===== config.mk =====
export PLATFORM = sky130hd
export DESIGN_NAME = spi_master_flat
export DESIGN_NICKNAME = d
export VERILOG_FILES = /design/src/rtl/spi_master_if.sv /design/src/rtl/spi_master.sv /design/src/flat_wrapper.sv
export SDC_FILE = /design/constraint.sdc
export NUM_CORES = 1
export LEC_CHECK = 0
export BUFFER_PORTS_ARGS = -buffer_cell sky130_fd_sc_hd__buf_4
export CORE_MARGIN = 2
export CORE_UTILIZATION = 25
export CTS_CLUSTER_DIAMETER = 120
export DETAILED_ROUTE_END_ITERATION = 10
export HOLD_SLACK_MARGIN = 0.15
export SKIP_CTS_REPAIR_TIMING = 1
export SLEW_MARGIN = 40
export SYNTH_ARGS = -nofsm -noshare
export SYNTH_HDL_FRONTEND = slang
export SYNTH_SLANG_ARGS = --single-unit

===== constraint.sdc =====
create_clock -name Clk_i -period 2.72 [get_ports Clk_i]
set_clock_uncertainty 0.15 [all_clocks]
set_input_delay 0.272 -clock Clk_i [delete_from_list [all_inputs] [get_ports Clk_i]]
set_output_delay 0.272 -clock Clk_i [all_outputs]
set_load 0.005 [all_outputs]

===== src/rtl/spi_master_if.sv =====
// Host handshake and SPI bus signals of spi_master.
// The master modport is the controller's view; the slave modport is the host/bus side.
interface spi_master_if #(
  parameter int NSLAVES = 4
);
  localparam int SELW = (NSLAVES > 1) ? $clog2(NSLAVES) : 1;

  logic [7:0]         tx_data;
  logic [SELW-1:0]    tx_sel;
  logic               tx_valid;
  logic               tx_ready;
  logic [7:0]         rx_data;
  logic               rx_valid;
  logic               busy;
  logic               sck;
  logic               mosi;
  logic               miso;
  logic [NSLAVES-1:0] ss;

  modport master (
    input  tx_data, tx_sel, tx_valid, miso,
    output tx_ready, rx_data, rx_valid, busy, sck, mosi, ss
  );

  modport slave (
    output tx_data, tx_sel, tx_valid, miso,
    input  tx_ready, rx_data, rx_valid, busy, sck, mosi, ss
  );
endinterface


===== src/rtl/spi_master.sv =====
// CPOL=0, MSB-first, 8-bit SPI master with one-hot active-high slave selects.
// Every SPI output comes straight from a register.
//
// state | meaning
// ------+---------------------------------------------------------------
// IDLE  | tx_ready high, waiting for a host byte
// LEAD  | ss asserted, sck low, MSB on mosi; miso captured on last cycle
// HIGH  | sck high, mosi held; last cycle shifts tx or ends the frame
// LOW   | sck low, next bit on mosi; miso captured on last cycle
// TAIL  | sck low after the 8th rising edge, ss still asserted
// GAP   | ss released, enforces minimum deselect time before IDLE
module spi_master #(
  parameter int NSLAVES = 4,
  parameter int HALF    = 4,
  parameter int GAP     = 4
) (
  input  logic         Clk_i,
  input  logic         Rst_i,
  spi_master_if.master bus
);
  localparam int SELW  = (NSLAVES > 1) ? $clog2(NSLAVES) : 1;
  localparam int PMAX  = (HALF > GAP) ? HALF : GAP;
  localparam int PCW   = (PMAX > 2) ? $clog2(PMAX) : 1;
  localparam logic [PCW-1:0] PH_HALF = PCW'(HALF - 1);
  localparam logic [PCW-1:0] PH_GAP  = PCW'(GAP - 1);

  localparam logic [2:0] S_IDLE = 3'd0;
  localparam logic [2:0] S_LEAD = 3'd1;
  localparam logic [2:0] S_HIGH = 3'd2;
  localparam logic [2:0] S_LOW  = 3'd3;
  localparam logic [2:0] S_TAIL = 3'd4;
  localparam logic [2:0] S_GAP  = 3'd5;

  logic [2:0]         state_q, state_d;
  logic [PCW-1:0]     ph_q, ph_d;
  logic [2:0]         bit_q, bit_d;
  logic [7:0]         tx_q, tx_d;
  logic [7:0]         rx_q, rx_d;
  logic [7:0]         rx_data_q, rx_data_d;
  logic               rx_valid_q, rx_valid_d;
  logic               sck_q, sck_d;
  logic [NSLAVES-1:0] ss_q, ss_d;
  logic [NSLAVES-1:0] ss_dec;
  logic               ph_tc;

  // An out-of-range index decodes to no select at all; the frame still runs.
  always_comb begin
    ss_dec = '0;
    for (int i = 0; i < NSLAVES; i++) begin
      if (bus.tx_sel == SELW'(i)) ss_dec[i] = 1'b1;
    end
  end

  assign ph_tc = (ph_q == '0);

  always_comb begin
    state_d    = state_q;
    ph_d       = ph_q;
    bit_d      = bit_q;
    tx_d       = tx_q;
    rx_d       = rx_q;
    rx_data_d  = rx_data_q;
    rx_valid_d = 1'b0;
    sck_d      = sck_q;
    ss_d       = ss_q;
    if (state_q != S_IDLE && !ph_tc) ph_d = ph_q - 1'b1;
    case (state_q)
      S_IDLE: begin
        if (bus.tx_valid) begin
          state_d = S_LEAD;
          ph_d    = PH_HALF;
          bit_d   = '0;
          tx_d    = bus.tx_data;
          rx_d    = '0;
          ss_d    = ss_dec;
          sck_d   = 1'b0;
        end
      end
      S_LEAD, S_LOW: begin
        if (ph_tc) begin
          state_d = S_HIGH;
          ph_d    = PH_HALF;
          rx_d    = {rx_q[6:0], bus.miso};
          sck_d   = 1'b1;
        end
      end
      S_HIGH: begin
        if (ph_tc) begin
          ph_d  = PH_HALF;
          sck_d = 1'b0;
          if (bit_q == 3'd7) begin
            state_d = S_TAIL;
          end else begin
            state_d = S_LOW;
            bit_d   = bit_q + 1'b1;
            tx_d    = {tx_q[6:0], 1'b0};
          end
        end
      end
      S_TAIL: begin
        if (ph_tc) begin
          state_d    = S_GAP;
          ph_d       = PH_GAP;
          rx_data_d  = (|ss_q) ? rx_q : 8'h00;
          rx_valid_d = 1'b1;
          ss_d       = '0;
          tx_d       = '0;
        end
      end
      S_GAP: begin
        if (ph_tc) state_d = S_IDLE;
      end
      default: state_d = S_IDLE;
    endcase
  end

  always_ff @(posedge Clk_i) begin
    if (Rst_i) begin
      state_q    <= S_IDLE;
      ph_q       <= '0;
      bit_q      <= '0;
      tx_q       <= '0;
      rx_q       <= '0;
      rx_data_q  <= '0;
      rx_valid_q <= 1'b0;
      sck_q      <= 1'b0;
      ss_q       <= '0;
    end else begin
      state_q    <= state_d;
      ph_q       <= ph_d;
      bit_q      <= bit_d;
      tx_q       <= tx_d;
      rx_q       <= rx_d;
      rx_data_q  <= rx_data_d;
      rx_valid_q <= rx_valid_d;
      sck_q      <= sck_d;
      ss_q       <= ss_d;
    end
  end

  // mosi is the tx register MSB, which is cleared when the frame ends.
  assign bus.mosi     = tx_q[7];
  assign bus.sck      = sck_q;
  assign bus.ss       = ss_q;
  assign bus.rx_data  = rx_data_q;
  assign bus.rx_valid = rx_valid_q;
  assign bus.tx_ready = (state_q == S_IDLE);
  assign bus.busy     = (state_q != S_IDLE);
endmodule

===== src/flat_wrapper.sv =====
// flat-port wrapper written by rule: the top's interface ports become plain ports
module spi_master_flat 
#(
  parameter int NSLAVES = 4,
  parameter int HALF    = 4,
  parameter int GAP     = 4
)
  (Clk_i, Rst_i, bus_tx_data, bus_tx_sel, bus_tx_valid, bus_miso, bus_tx_ready, bus_rx_data, bus_rx_valid, bus_busy, bus_sck, bus_mosi, bus_ss);
  spi_master_if #(.NSLAVES(NSLAVES)) bus_i ();
  input  logic Clk_i;
  input  logic Rst_i;
  input wire logic [$bits(bus_i.tx_data)-1:0] bus_tx_data;
  input wire logic [$bits(bus_i.tx_sel)-1:0] bus_tx_sel;
  input wire logic [$bits(bus_i.tx_valid)-1:0] bus_tx_valid;
  input wire logic [$bits(bus_i.miso)-1:0] bus_miso;
  output wire logic [$bits(bus_i.tx_ready)-1:0] bus_tx_ready;
  output wire logic [$bits(bus_i.rx_data)-1:0] bus_rx_data;
  output wire logic [$bits(bus_i.rx_valid)-1:0] bus_rx_valid;
  output wire logic [$bits(bus_i.busy)-1:0] bus_busy;
  output wire logic [$bits(bus_i.sck)-1:0] bus_sck;
  output wire logic [$bits(bus_i.mosi)-1:0] bus_mosi;
  output wire logic [$bits(bus_i.ss)-1:0] bus_ss;
  assign bus_i.tx_data = bus_tx_data;
  assign bus_i.tx_sel = bus_tx_sel;
  assign bus_i.tx_valid = bus_tx_valid;
  assign bus_i.miso = bus_miso;
  assign bus_tx_ready = bus_i.tx_ready;
  assign bus_rx_data = bus_i.rx_data;
  assign bus_rx_valid = bus_i.rx_valid;
  assign bus_busy = bus_i.busy;
  assign bus_sck = bus_i.sck;
  assign bus_mosi = bus_i.mosi;
  assign bus_ss = bus_i.ss;
  spi_master #(.NSLAVES(NSLAVES), .HALF(HALF), .GAP(GAP)) u_core (.Clk_i(Clk_i), .Rst_i(Rst_i), .bus(bus_i));
endmodule

==> results.yml, run 1 <==
global_routing:
  grtUsageTotal: 0.101
  met1_usage: 0.140
  grt.overflow.total: 0
  antenna_found_initial: 0
  grt_pass1_wl_um: 6930
  met2_usage: 0.150
  grt_max_degree: 51
  grt_busiest_layer: "met2"
  grt_pass1_vias: 1493
  use_met3: 0.0299
final_layout:
  drive_gt1_frac: 0.193
  multi_input_area_um2: 1030
  final_util: 0.312
  fillCellCount: 778
  ff_latch_area_um2: 761
  diodes: 0
  area_growth_syn_to_layout_pct: 20.0
  fin_nets: 254
worst_setup_path:
  cp_data_required_time_ps: 2720
  ff2ff_setup_slack_ps: 720
  arrival_ps: 2000
  crit_slowest_cell: "dfxtp_1"
  crit_path_start_kind: "flop"
  worstPathCellList: "nor2b_1 -> o21ai_1 -> o32ai_1"
  r2r-start: "u_core.state_q[1]$_SDFFE_PP0P_"
  critPathLaunch: "u_core.state_q[1]$_SDFFE_PP0P_"
  crit_path_max_incr_delay_ps: 790
  worst-setup-path-type: "reg2reg"
  path_buf_inv: 0
  cp-end-kind: "flop"
  cp_max_fo: 22
  crit_family: "flip-flops"
detailed_routing:
  wl_per_cell_um: 12.2
  dr.pass1.iters: 4
  routed_via_density: 4.76
  drtAntennaViolNets: 0
  vias: 1604
  drc: 0
  wirelength_um: 4120
  first_iter_violations: 62
job:
  drv_cap: 0
yosys:
  syn-cell-area_um2: 1910
  yosysMostFrequentCell: "dfxtp_1"
  synth_common_cells: "dfxtp_1 (38), nand2b_1 (19), nand2_1 (18), a21oi_1 (14), mux2i_1 (13)"
  synth-async-reset-ratio: 0
  yosysTopAreaCell: "dfxtp_1"
  ys_warn_count: 0
  synth_top_area_frac: 0.399
  synth.avg_cell_area_um2: 8.95
  ys_seq_area_frac: 0.399
  ys.flop_type: "dfxtp_1"
  synth_edf_count: 0
  synthTopCellsByArea: "dfxtp_1 (40%), mux2i_1 (6.8%), nand2b_1 (6.2%)"
  synth_cells: 213
  synth_seq_cells: 38
  synth_cell_types: 45
  synth_nets: 230
clocking:
  cts_sinks: 38
  clockRootBuffer: "clkbuf_8"
  clk_path_buf_depth: 2
  cts_buffers: 5
  h-tree-depth: 2
  insertion_delay_ps: 290
  clk_pin_slew_worst_paths_ps: 80
  cts_tree: "done"
power_and_ir_drop:
  total_power_mw: 1.37
  power.density_nw_per_um2: 601
  p_leak_nw: 0.844
  ir_drop_uv: 191
timing:
  setup_viol: 0
  finalMaxSlewViolations: 0
  slew_headroom: 0.520
  min_period_ps: 2000
  rsz0062_at_grt: "false"
  tightest_slew_ps: 719
  hold_viol: 0
  max_freq_mhz: 501
  final.setup.tns_ps: 0
  post-route-period-util: 0.734
die:
  rows: 31
  io_pins: 31
  core_um2: 7330
  dieArea_um2: 8340
  die_h_um: 91.3
  start_util: 0.260
  die_x_um: 91.3
min_path:
  hold_path.class: "in2reg"
  min_from: "bus_tx_sel[1]"
status:
  status: "finished clean"
placement:
  port-buffer-count: 30
  hpwl_um: 2750
  gp_congestion: 0.736
## per-layer routing
metal  routed length, um  vias to the layer above
met1                2100                      757
met2                1800                       31
met3                 191                        4
li1                    -                      812
met4                  31                        0
met5                   0                        -
## path summary, 6_finish.rpt
path / end / cells after the start
worst max-delay path: u_core.tx_q[7]$_SDFFE_PP0P_ / 3
worst min-delay path: u_core.bus.ss[1]$_SDFFE_PP0P_ / 4
worst max register to register: u_core.tx_q[7]$_SDFFE_PP0P_ / 3
worst min register to register: u_core.bus.rx_data[2]$_SDFFE_PP0P_ / 2
## cell usage in the layout (no fill, tap or decap), drive strengths merged, types with 3 or more instances in the layout
cell	netlist	layout
a21oi	14	14
a31oi	10	10
buf	9	32
clkbuf	8	6
dfxtp	38	38
ha	3	3
inv	4	4
mux2i	13	13
nand2	18	18
nand2b	19	19
nand3	8	8
nand3b	3	3
nand4	4	4
nor2	5	5
nor2b	12	12
nor3	3	3
o21ai	10	10
o32ai	7	7
or3b	4	4
## sequential cells by signal, indices dropped and copies added, names as in the netlist
signal	cells
u_core.tx_q	8
u_core.bus.rx_valid	1
u_core.rx_q	8
u_core.bit_q	3
u_core.ph_q	2
u_core.state_q	3
u_core.bus.rx_data	8
u_core.bus.sck	1
u_core.bus.ss	4
## worst register-to-register path, stage by stage (launching register included)
cell     delay [ps]
dfxtp_1         790
nor2b_1         240
o21ai_1         530
o32ai_1         160
## report_power, final
group	total [mW]	switching (mW)	internal, mW
Clock	0.412	0.208	0.204
Combinational	0.323	0.177	0.146
Sequential	0.639	0.0463	0.593
## layout make-up
type,instances,share of cell area
Multi-Input combinational cell,154,0.451
Clock inverter,2,0.00547
Inverter,4,0.00656
Tap cell,99,0.0542
Timing Repair Buffer,34,0.114
Clock buffer,6,0.0361
Sequential cell,38,0.333
## kinds of logic after synthesis
group           count (synthesis)  share of synthesized area
buf+inv                        21                     0.0591
mux                            14                     0.0742
flops                          38                      0.399
compound gates                 49                      0.170
fa+ha+maj                       3                     0.0197
simple gates                   88                      0.278
## per-stage QoR
step / instances / setup WS [ps] / area, um2 / hold WS [ps]
after global placement: 327 / 816 / 2170 / 292
after CTS: 335 / 753 / 2270 / 97.3
after global routing: 337 / 577 / 2290 / 161
final: 337 / 722 / 2290 / 152
after floorplan: 213 / 1130 / 1910 / 261
after detailed placement: 327 / 763 / 2170 / 299
No activity file was read; power rests on OpenSTA's default activity.
==> inputs of run 2 (changes only) <==
ABC_AREA = 1   (was unset)
clock period = 2.1 ns   (was 2.72 ns; I/O delays follow)
==> run 2 against run 1 <==
Synthesized cell count increased by 30%. Critical path depth grew 6. First-iteration DRC count rose by 74%. Synthesized area down 2.6%. Register-to-register slack worse by 500 ps. Utilization increased by 1.9 points. Die area shrank 2.4%. Maximum frequency grew 6.1%. Total power up 120%. Largest cell class unchanged.
==> results.yml, run 2 <==
power_and_ir_drop:
  p_leak_nw: 1.14
  power.density_nw_per_um2: 1260
  ir_drop_uv: 375
global_routing:
  grt_pass1_wl_um: 7040
  grtUsageTotal: 0.105
  grt.overflow.total: 0
  grt_pass1_vias: 1615
  antenna_found_initial: 0
  grt_max_degree: 26
timing:
  max_freq_mhz: 531
  hold_viol: 0
  post-route-period-util: 0.896
  finalMaxSlewViolations: 0
  rsz0062_at_grt: "false"
  final.setup.tns_ps: 0
  tightest_slew_ps: 444
  slew_headroom: 0.704
  min_period_ps: 1880
  setup_viol: 0
clocking:
  cts_sinks: 38
  insertion_delay_ps: 290
  clk_path_buf_depth: 2
  cts_tree: "done"
  clockRootBuffer: "clkbuf_8"
  cts_buffers: 5
  h-tree-depth: 2
  clk_pin_slew_worst_paths_ps: 70
placement:
  port-buffer-count: 30
  hpwl_um: 3060
  dp.cells: 401
  gp_congestion: 0.860
yosys:
  synthTopCellsByArea: "dfxtp_1 (41%), nand2_1 (18%), nor2_1 (9.5%)"
  post_synth_fa_ha_maj_area_fraction: 0.0202
  yosysTopAreaCell: "dfxtp_1"
  ys_warn_count: 0
  yosysMostFrequentCell: "nand2_1"
  synth_nets: 294
  synth_seq_cells: 38
  synth_cell_types: 23
  syn-cell-area_um2: 1860
  synth_top_area_frac: 0.410
  yosys.area_share.xor_xnor: 0
  yosys.area_share.simple: 0.389
  synth-async-reset-ratio: 0
  ys_seq_area_frac: 0.410
  synth_top_family_by_area: "simple AND/OR/NAND/NOR gates"
  synth_edf_count: 0
  synth_mux_area_frac: 0
  synth_common_cells: "nand2_1 (89), nor2_1 (47), dfxtp_1 (38), inv_1 (30), o21ai_0 (21)"
  synth.avg_cell_area_um2: 6.70
  synth_cells: 277
  synth_compound_area_frac: 0.0903
  ys.flop_type: "dfxtp_1"
detailed_routing:
  drc: 0
  wirelength_um: 4280
  first_iter_violations: 108
  wl_per_cell_um: 10.2
  dr.pass1.iters: 4
  routed_via_density: 4.18
  vias: 1756
  drtAntennaViolNets: 0
final_layout:
  fin_nets: 337
  drive_gt1_frac: 0.159
  final_cells: 420
  final_common_cell: "nand2_1"
  diodes: 0
  final_util: 0.331
  area_growth_syn_to_layout_pct: 28.8
  mostFrequentLayoutCells: "nand2_1 (89), nor2_1 (46), dfxtp_1 (38)"
job:
  drv_cap: 0
die:
  die_h_um: 90.2
  rows: 31
  start_util: 0.257
  die_x_um: 90.2
  dieArea_um2: 8130
  io_pins: 31
  core_um2: 7210
worst_setup_path:
  arrival_ps: 1910
  ff2ff_setup_slack_ps: 220
  critPathLaunch: "u_core.ph_q[0]$_SDFF_PP0_"
  crit_path_start_kind: "flop"
  worst-setup-path-type: "reg2reg"
  path_common_cell: "inv_1"
  worstPathCellList: "inv_1 -> ha_1 -> inv_1 -> a21oi_1 -> nand3_2 -> inv_1 -> nand2_1 -> nand2_1 -> nor2_1"
  r2r-start: "u_core.ph_q[0]$_SDFF_PP0_"
  cp_max_fo: 13
  crit_path_max_incr_delay_ps: 300
  cp-end-kind: "flop"
  crit_slowest_cell: "dfxtp_1"
  cp_data_required_time_ps: 2130
min_path:
  min_from: "bus_tx_data[7]"
  hold_path.class: "in2reg"
status:
  status: "finished clean"
## run 2: changes by cell type in the layout (fill, tap and decap cells not counted), moves of 7 or more
cell / delta
nand2_1: +71
nor2_1: +42
inv_1: +27
nand2b_1: -19
o21ai_0: +14
mux2i_1: -13
nor2b_1: -12
a31oi_1: -9
dlygate4sd3_1: +9
nand3_1: +9
o32ai_1: -7
## run 2: worst paths after layout
path,endpoint,depth (start not counted)
setup / recovery,u_core.rx_q[2]$_SDFFE_PP0P_,9
hold / removal,u_core.tx_q[7]$_SDFFE_PP0P_,5
setup reg to reg,u_core.rx_q[2]$_SDFFE_PP0P_,9
hold reg to reg,u_core.rx_q[7]$_SDFFE_PP0P_,2
## run 2: per-stage QoR
stage               power (mW)  setup slack (ps)  instance area (um2)  hold slack, ps
finish                    3.00               218                 2390            93.5
global route              3.32              39.4                 2390             154
CTS                       3.01               174                 2280            45.7
detailed placement        2.40               199                 2170             313
global placement          2.37               234                 2170             309
floorplan                 2.10               495                 1860             129
## run 2: logic make-up (layout without fill, tap and decap cells)
logic type               Yosys count  count (layout)
AND/OR/NAND/NOR                  164             164
AO/OA/AOI/OAI                     33              33
buffers and inverters             39              83
flip-flops                        38              38
adder cells (fa/ha/maj)            3               3
## run 2: cell type report
class | instances | area (um2)
clock buffer | 7 | 76.3
clock inverter | 1 | 30.0
fill | 798 | 4820
inverter | 32 | 120
multi-input combinational | 200 | 930
sequential | 38 | 761
tap | 99 | 124
timing repair buffer | 43 | 350
## run 2: power by group
group          switching, mW  internal [mW]
clock                  0.253          0.355
combinational          0.879          0.493
sequential             0.106          0.916
## run 2: critical path, delay by kind of cell, from the launching register on
kind            cells  cell delay (ps)
buf+inv             3              420
flops               1              300
fa+ha+maj           1              240
simple gates        4              430
compound gates      1              230
## run 2: metal layers
layer / part of all wire / track usage / vias up
met4: 0.011 / 0.0333 / 0
met3: 0.040 / 0.0335 / 4
li1: - / - / 948
met1: 0.46 / 0.124 / 773
met5: 0 / 0 / -
met2: 0.49 / 0.181 / 31
